===== src/rtl/lowpan_packetiser_pkg.sv =====
// Shared constants and FSM encoding for the 6LoWPAN-style sensor packetiser.
package lowpan_packetiser_pkg;

  localparam logic [7:0]  DISPATCH = 8'h41;
  localparam int unsigned HDR_LEN  = 4;

  typedef enum logic [1:0] {
    StIdle,
    StHdr,
    StPayload,
    StCsum
  } pkt_state_e;

endpackage


===== src/rtl/pkt_fifo.sv =====
// Byte buffer with first-word fall-through read port, count, full and empty flags.
module pkt_fifo #(
  parameter int unsigned WIDTH = 8,
  parameter int unsigned DEPTH = 16,
  localparam int unsigned AW = (DEPTH > 1) ? $clog2(DEPTH) : 1,
  localparam int unsigned CW = $clog2(DEPTH + 1)
) (
  input  logic             clk,
  input  logic             rst,
  input  logic             push,
  input  logic [WIDTH-1:0] wdata,
  input  logic             pop,
  output logic [WIDTH-1:0] rdata,
  output logic [CW-1:0]    count,
  output logic             full,
  output logic             empty
);

  logic [WIDTH-1:0] mem_q [DEPTH];
  logic [AW-1:0]    wr_ptr_q, rd_ptr_q;
  logic [CW-1:0]    count_q;
  logic             do_push, do_pop;

  assign full    = (count_q == CW'(DEPTH));
  assign empty   = (count_q == '0);
  assign do_pop  = pop & ~empty;
  // A pop frees a slot in the same cycle, so a push against a full buffer still lands.
  assign do_push = push & (~full | do_pop);
  assign rdata   = mem_q[rd_ptr_q];
  assign count   = count_q;

  always_ff @(posedge clk) begin
    if (rst) begin
      wr_ptr_q <= '0;
      rd_ptr_q <= '0;
      count_q  <= '0;
    end else begin
      if (do_push) wr_ptr_q <= wr_ptr_q + 1'b1;
      if (do_pop)  rd_ptr_q <= rd_ptr_q + 1'b1;
      unique case ({do_push, do_pop})
        2'b10:   count_q <= count_q + 1'b1;
        2'b01:   count_q <= count_q - 1'b1;
        default: count_q <= count_q;
      endcase
    end
  end

  always_ff @(posedge clk) begin
    if (do_push) mem_q[wr_ptr_q] <= wdata;
  end

endmodule


===== src/rtl/lowpan_packetiser.sv =====
// Buffers sensor bytes and frames them as dispatch/node/seq/len/payload/xor-checksum packets.
module lowpan_packetiser
  import lowpan_packetiser_pkg::*;
#(
  parameter int unsigned PAYLOAD_LEN = 8,
  parameter int unsigned FIFO_DEPTH  = 16,
  parameter logic [7:0]  NODE_ID     = 8'h01,
  parameter int unsigned TIMEOUT     = 64
) (
  input  logic       clk,
  input  logic       rst,
  input  logic [7:0] data_in,
  input  logic       data_valid,
  output logic       data_ready,
  output logic [7:0] tx_data,
  output logic       send,
  input  logic       radio_busy,
  output logic       packet_valid,
  output logic       overflow
);

  localparam int unsigned CW = $clog2(FIFO_DEPTH + 1);
  localparam int unsigned IW = (TIMEOUT > 0) ? $clog2(TIMEOUT + 1) : 1;

  logic [CW-1:0] fifo_count;
  logic          fifo_full, fifo_empty, fifo_push, fifo_pop;
  logic [7:0]    fifo_rdata;

  pkt_state_e    state_q, state_d;
  logic          pending_q, pending_d;
  logic [7:0]    tx_data_q, tx_data_d;
  logic [1:0]    hdr_idx_q, hdr_idx_d;
  logic [7:0]    remain_q, remain_d;
  logic [7:0]    len_q, len_d;
  logic [7:0]    csum_q, csum_d;
  logic [7:0]    seq_q, seq_d;
  logic [IW-1:0] idle_cnt_q, idle_cnt_d;
  logic          send_prev_q, overflow_q;
  logic [31:0]   count_ext;
  logic          trig_full, trig_timeout;

  assign fifo_push  = data_valid & ~fifo_full;
  assign data_ready = ~fifo_full;

  pkt_fifo #(
    .WIDTH (8),
    .DEPTH (FIFO_DEPTH)
  ) u_fifo (
    .clk   (clk),
    .rst   (rst),
    .push  (fifo_push),
    .wdata (data_in),
    .pop   (fifo_pop),
    .rdata (fifo_rdata),
    .count (fifo_count),
    .full  (fifo_full),
    .empty (fifo_empty)
  );

  assign count_ext    = 32'(fifo_count);
  assign trig_full    = (count_ext >= PAYLOAD_LEN);
  assign trig_timeout = (TIMEOUT != 0) && !fifo_empty && (idle_cnt_q == IW'(TIMEOUT));

  // A byte is presented only when pending, the radio is free, and the previous cycle was quiet.
  assign send         = pending_q & ~radio_busy & ~send_prev_q;
  assign tx_data      = tx_data_q;
  assign packet_valid = (state_q != StIdle);
  assign overflow     = overflow_q;

  always_comb begin
    idle_cnt_d = idle_cnt_q;
    if ((state_q != StIdle) || fifo_push) begin
      idle_cnt_d = '0;
    end else if (idle_cnt_q != IW'(TIMEOUT)) begin
      idle_cnt_d = idle_cnt_q + 1'b1;
    end
  end

  always_comb begin
    state_d   = state_q;
    pending_d = pending_q;
    tx_data_d = tx_data_q;
    hdr_idx_d = hdr_idx_q;
    remain_d  = remain_q;
    len_d     = len_q;
    csum_d    = csum_q;
    seq_d     = seq_q;
    fifo_pop  = 1'b0;

    if (send) csum_d = csum_q ^ tx_data_q;

    unique case (state_q)
      StIdle: begin
        if (trig_full || trig_timeout) begin
          state_d   = StHdr;
          len_d     = trig_full ? 8'(PAYLOAD_LEN) : 8'(count_ext);
          tx_data_d = DISPATCH;
          pending_d = 1'b1;
          hdr_idx_d = 2'd0;
          csum_d    = 8'h00;
        end
      end
      StHdr: begin
        if (send) begin
          if (hdr_idx_q == 2'(HDR_LEN - 1)) begin
            state_d   = StPayload;
            pending_d = 1'b0;
            remain_d  = len_q;
          end else begin
            hdr_idx_d = hdr_idx_q + 2'd1;
            unique case (hdr_idx_q)
              2'd0:    tx_data_d = NODE_ID;
              2'd1:    tx_data_d = seq_q;
              default: tx_data_d = len_q;
            endcase
          end
        end
      end
      StPayload: begin
        // The FIFO head is only valid after the previous pop settles, so each payload
        // byte is loaded in the quiet cycle that the strobe gap forces anyway.
        if (send) begin
          fifo_pop  = 1'b1;
          pending_d = 1'b0;
          remain_d  = remain_q - 8'd1;
          if (remain_q == 8'd1) begin
            state_d   = StCsum;
            tx_data_d = csum_q ^ tx_data_q;
            pending_d = 1'b1;
          end
        end else if (!pending_q) begin
          tx_data_d = fifo_rdata;
          pending_d = 1'b1;
        end
      end
      StCsum: begin
        if (send) begin
          state_d   = StIdle;
          pending_d = 1'b0;
          seq_d     = seq_q + 8'd1;
        end
      end
      default: state_d = StIdle;
    endcase
  end

  always_ff @(posedge clk) begin
    if (rst) begin
      state_q     <= StIdle;
      pending_q   <= 1'b0;
      tx_data_q   <= 8'h00;
      hdr_idx_q   <= 2'd0;
      remain_q    <= 8'd0;
      len_q       <= 8'd0;
      csum_q      <= 8'h00;
      seq_q       <= 8'h00;
      idle_cnt_q  <= '0;
      send_prev_q <= 1'b0;
      overflow_q  <= 1'b0;
    end else begin
      state_q     <= state_d;
      pending_q   <= pending_d;
      tx_data_q   <= tx_data_d;
      hdr_idx_q   <= hdr_idx_d;
      remain_q    <= remain_d;
      len_q       <= len_d;
      csum_q      <= csum_d;
      seq_q       <= seq_d;
      idle_cnt_q  <= idle_cnt_d;
      send_prev_q <= send;
      overflow_q  <= data_valid & fifo_full;
    end
  end

endmodule

===== config.mk =====
export PLATFORM = sky130hd
export DESIGN_NAME = lowpan_packetiser
export DESIGN_NICKNAME = d
export VERILOG_FILES = /design/src/rtl/lowpan_packetiser_pkg.sv /design/src/rtl/pkt_fifo.sv /design/src/rtl/lowpan_packetiser.sv
export SDC_FILE = /design/constraint.sdc
export NUM_CORES = 1
export LEC_CHECK = 0
export ABC_AREA = 1
export ABC_CLOCK_PERIOD_IN_PS = 2400
export BUFFER_PORTS_ARGS = -buffer_cell sky130_fd_sc_hd__buf_4
export CELL_PAD_IN_SITES_DETAIL_PLACEMENT = 2
export CELL_PAD_IN_SITES_GLOBAL_PLACEMENT = 2
export CORE_UTILIZATION = 38
export CTS_BUF_LIST = sky130_fd_sc_hd__clkbuf_8
export DETAILED_ROUTE_END_ITERATION = 6
export GPL_TIMING_DRIVEN = 0
export MAX_ROUTING_LAYER = met4
export PLACE_DENSITY = 0.84
export SLEW_MARGIN = 30
export SYNTH_ARGS = -nofsm -noshare
export SYNTH_HDL_FRONTEND = slang
export SYNTH_HIERARCHICAL = 1
export SYNTH_SLANG_ARGS = --single-unit

===== constraint.sdc =====
create_clock -name clk -period 2.4 [get_ports clk]
set_input_delay 0.24 -clock clk [delete_from_list [all_inputs] [get_ports clk]]
set_output_delay 0.24 -clock clk [all_outputs]
set_load 0.05 [all_outputs]

==> parameters.txt <==
Parameter                              Value

STA
  Final-layout setup total negative slack    0 ns
  Final hold violation count    0
  Worst-Margin Slew    0.7979 ns
  Finish-stage setup viols    0
  Final clock period utilization by the worst path    99.35%
  Clock period minus worst slack    2.384 ns
  Final setup skew    0.01663 ns
  Tightest slew margin relative to the limit    46.61%
  Setup repair after global routing missed its margin    yes
  Worst hold slack across all endpoints    0.06201 ns
  Max-slew violation count    0
  Final critical-path setup slack    0.01561 ns
  Peak clock frequency supported by timing    between 0.4 and 0.5 GHz

Global routing
  Wire length of the first global-routing pass    roughly 45,000 µm
  Initial antenna violation count    0
  Total global routing overflow    0
  Pin count of the biggest net entering global routing    21
  Combined global-route utilization of all metal layers    25.98%
  Vias in the first global route    7,743

Clock tree
  Clock buffer count from CTS    17
  TritonCTS clock tree    built
  H-tree Lvls    4
  Clk root buf    sky130_fd_sc_hd__clkbuf_8
  Maximum count of clock buffers along a single path    2
  Number of sinks driven by the clock tree    196
  Clock transition time at the flip-flop clock pins of the worst setup and hold paths    0.11 ns
  Clk Latency, worst-skew pair    0.49 ns

Synthesis
  Synthesized instance count    941
  Post-Synthesis Cell Area    9035 µm²
  Share of the yosys chip area belonging to registers    slightly below 60%
  List of most frequent post-synthesis cells    134 x sky130_fd_sc_hd__inv_1, 134 x sky130_fd_sc_hd__nand2_1, 128 x sky130_fd_sc_hd__edfxtp_1
  Post-synthesis async set-or-reset flop share    0%
  Main flop type after synthesis    sky130_fd_sc_hd__edfxtp_1
  Synthesized net count    976
  Total of flip-flops plus latches after synthesis    between 150 and 200
  Mapped Avg Cell Area    9.601 µm²
  Number of enable-type register cells in the synthesized netlist    128
  Cell type contributing the most total cell area after synthesis    sky130_fd_sc_hd__edfxtp_1
  Proportion of netlist area held by the largest area contributor    42.54%
  Synth warnings    6
  Synth area leaders    sky130_fd_sc_hd__edfxtp_1 43%, sky130_fd_sc_hd__dfxtp_1 15%, sky130_fd_sc_hd__inv_1 5.6%
  Synth unique cells    44

Route
  1st-iter DRT viols    394
  Routed via count    7,238
  Initial DRT Pass Iterations    5
  Final routed wirelength across all metal layers    between 30,000 and 40,000 µm
  Vias per std cell    5.459
  Number of remaining DRC errors    0
  Wire length per cell    around 23 µm
  Post-route antenna net violation count    0

Pwr
  Static Leakage    3.956 nW
  PwrDens    800.7 nW/µm²
  Net load switching power    around 3 mW
  Maximum VDD drop    between 0.0003 and 0.0004 V
  Switching power as a share of total power    a little over a third
  Internal power contribution    5.216 mW
  Power share of the combinational group    25.8%
  Total Power    8.209 mW
  Power share of the clock group    26.4%
  Register share of total power    47.8%

Cells and area
  Layout filler cell count    about 2,600
  Number of nets in the layout    1,029
  Area Growth Syn to Fin    13.47%
  Final non-filler cell total    1,326
  Diodes inserted    0
  Layout cell share with drive strength beyond 1    roughly 16%
  Post-route cell area    10,250 µm²
  Final core area utilization    43.81%

Floorplanning
  Die W    156.2 µm
  Row count    56
  Initial core utilization    38.61%
  Floorplan die area    24,400 µm²
  Core outline area    23,400 µm²
  Ports placed on the boundary    24
  DIE HEIGHT    156.2 µm

Setup path
  Worst Path Arrival    2.50 ns
  Highest net fanout along the worst path    8
  Crit path launch type    flop
  Startpoint-to-endpoint class of the critical path    reg2reg
  Cell depth of the worst flop-to-flop path    9
  Sort of element at the end of the critical path    flop
  Required arrival time at the worst endpoint    2.52 ns
  Launch point of the worst reg-to-reg path    state_q[0]
  Startpoint of the worst setup timing path    state_q[0]

Place
  Number of input and output port buffers inserted    23
  HPWL after DPL    roughly 20,000 µm
  Post-Place Cell Area    9610 µm²
  Last weighted congestion value of the routability-driven placer    0.8436
  Setup Slack @ Placement    -0.7681 ns
  Post-Place Cells    approximately 1,300

Hold path
  HP Start    data_valid
  Hold Crit Class    in2reg
  Hold depth    3

Run
  Maxcap violations    0

Status
  Status    finished clean
-- area by class of cell --
type | count | area, µm² | area share [%]
Buffer | 36 | 231.5 | 2.258
Clock buffer | 17 | 234.0 | 2.282
Clock inverter | 15 | 160.2 | 1.562
Inverter | 139 | 524.3 | 5.114
Multi-Input combinational cell | 570 | 3214 | 31.35
Sequential cell | 196 | 5215 | 50.87
Tap cell | 319 | 399.1 | 3.893
Timing Repair Buffer | 34 | 274.0 | 2.673
-- power groups by stage --
stage	combinational (mW)	sequential, mW	clock, mW
final	2.12	3.92	2.17
after global routing	2.31	3.94	2.30
after CTS	1.99	3.91	2.20
after detailed placement	1.90	3.98	0
after global placement	1.79	3.97	0
after floorplan	1.18	4.08	0
-- path summary, 6_finish.rpt --
check / slack (ns) / end
min reg2reg: 0.48 / remain_q[4]
max reg2reg: 0.02 / u_fifo/mem_q[0][7]
max: 0.02 / u_fifo/mem_q[0][7]
min: 0.06 / overflow
-- registers in the layout, indices dropped and copies added, names as in the netlist, 5 cells and up, named ones only --
register      flops
len_q             5
remain_q          8
seq_q             8
csum_q            8
tx_data           8
idle_cnt_q        7
u_fifo/count      5
u_fifo/mem_q    128
-- cell usage in the layout, fill, tap and decap left out, types with 5 or more instances in the layout --
cell                       instances
sky130_fd_sc_hd__inv_1           131
sky130_fd_sc_hd__ha_1             20
sky130_fd_sc_hd__nor2_2           13
sky130_fd_sc_hd__nand2_1         134
sky130_fd_sc_hd__xnor2_1           9
sky130_fd_sc_hd__a21oi_1          71
sky130_fd_sc_hd__o21ai_0          64
sky130_fd_sc_hd__o21ai_1           5
sky130_fd_sc_hd__nor3_1           10
sky130_fd_sc_hd__buf_6             5
sky130_fd_sc_hd__xor2_1            9
sky130_fd_sc_hd__o211ai_1         33
sky130_fd_sc_hd__nand3_2           6
sky130_fd_sc_hd__inv_2             7
sky130_fd_sc_hd__nand3_1          74
sky130_fd_sc_hd__clkbuf_8         17
sky130_fd_sc_hd__clkbuf_1          5
sky130_fd_sc_hd__nor2_1           73
sky130_fd_sc_hd__nor2_4            9
sky130_fd_sc_hd__nand2_2           6
sky130_fd_sc_hd__dfxtp_2           5
sky130_fd_sc_hd__edfxtp_1        128
sky130_fd_sc_hd__buf_4            33
sky130_fd_sc_hd__dfxtp_1          62
sky130_fd_sc_hd__buf_2            18
-- timing repair --
item | CTS | global route
gates resized for setup | 29 | 22
setup endpoints to repair | 132 | 104
hold buffers | 1 | 0
setup buffers | 2 | 8
pin swaps | 2 | 5
endpoints found under the hold margin | 2 | 0
-- layer usage --
metal | share of wire, % | track usage [%] | vias to the layer above
met5 | 0 | - | -
met4 | 3.4 | 11.72 | 0
met3 | 3.6 | 2.972 | 61
met2 | 52 | 44.90 | 189
met1 | 41 | 30.33 | 3730
li1 | - | - | 3258
-- cell families after synthesis --
kind of cell / Yosys count / share of synthesized area (%)
xor gates and xnor gates: 18 / 1.745
and+or+nand+nor: 339 / 17.21
buffers and inverters: 175 / 8.129
adders and majority gates: 23 / 3.268
DFF: 196 / 57.61
AOI/OAI and AO/OA: 190 / 12.03
-- critical path, stage by stage (launching register included) --
cell	delay [ns]
sky130_fd_sc_hd__dfxtp_4	0.36
sky130_fd_sc_hd__inv_2	0.09
sky130_fd_sc_hd__ha_4	0.16
sky130_fd_sc_hd__inv_2	0.08
sky130_fd_sc_hd__buf_8	0.14
sky130_fd_sc_hd__nor2_4	0.18
sky130_fd_sc_hd__o21ai_4	0.13
sky130_fd_sc_hd__inv_4	0.11
sky130_fd_sc_hd__nand2_1	0.20
sky130_fd_sc_hd__nor2_2	0.55
(Power assumes the default switching activity.)
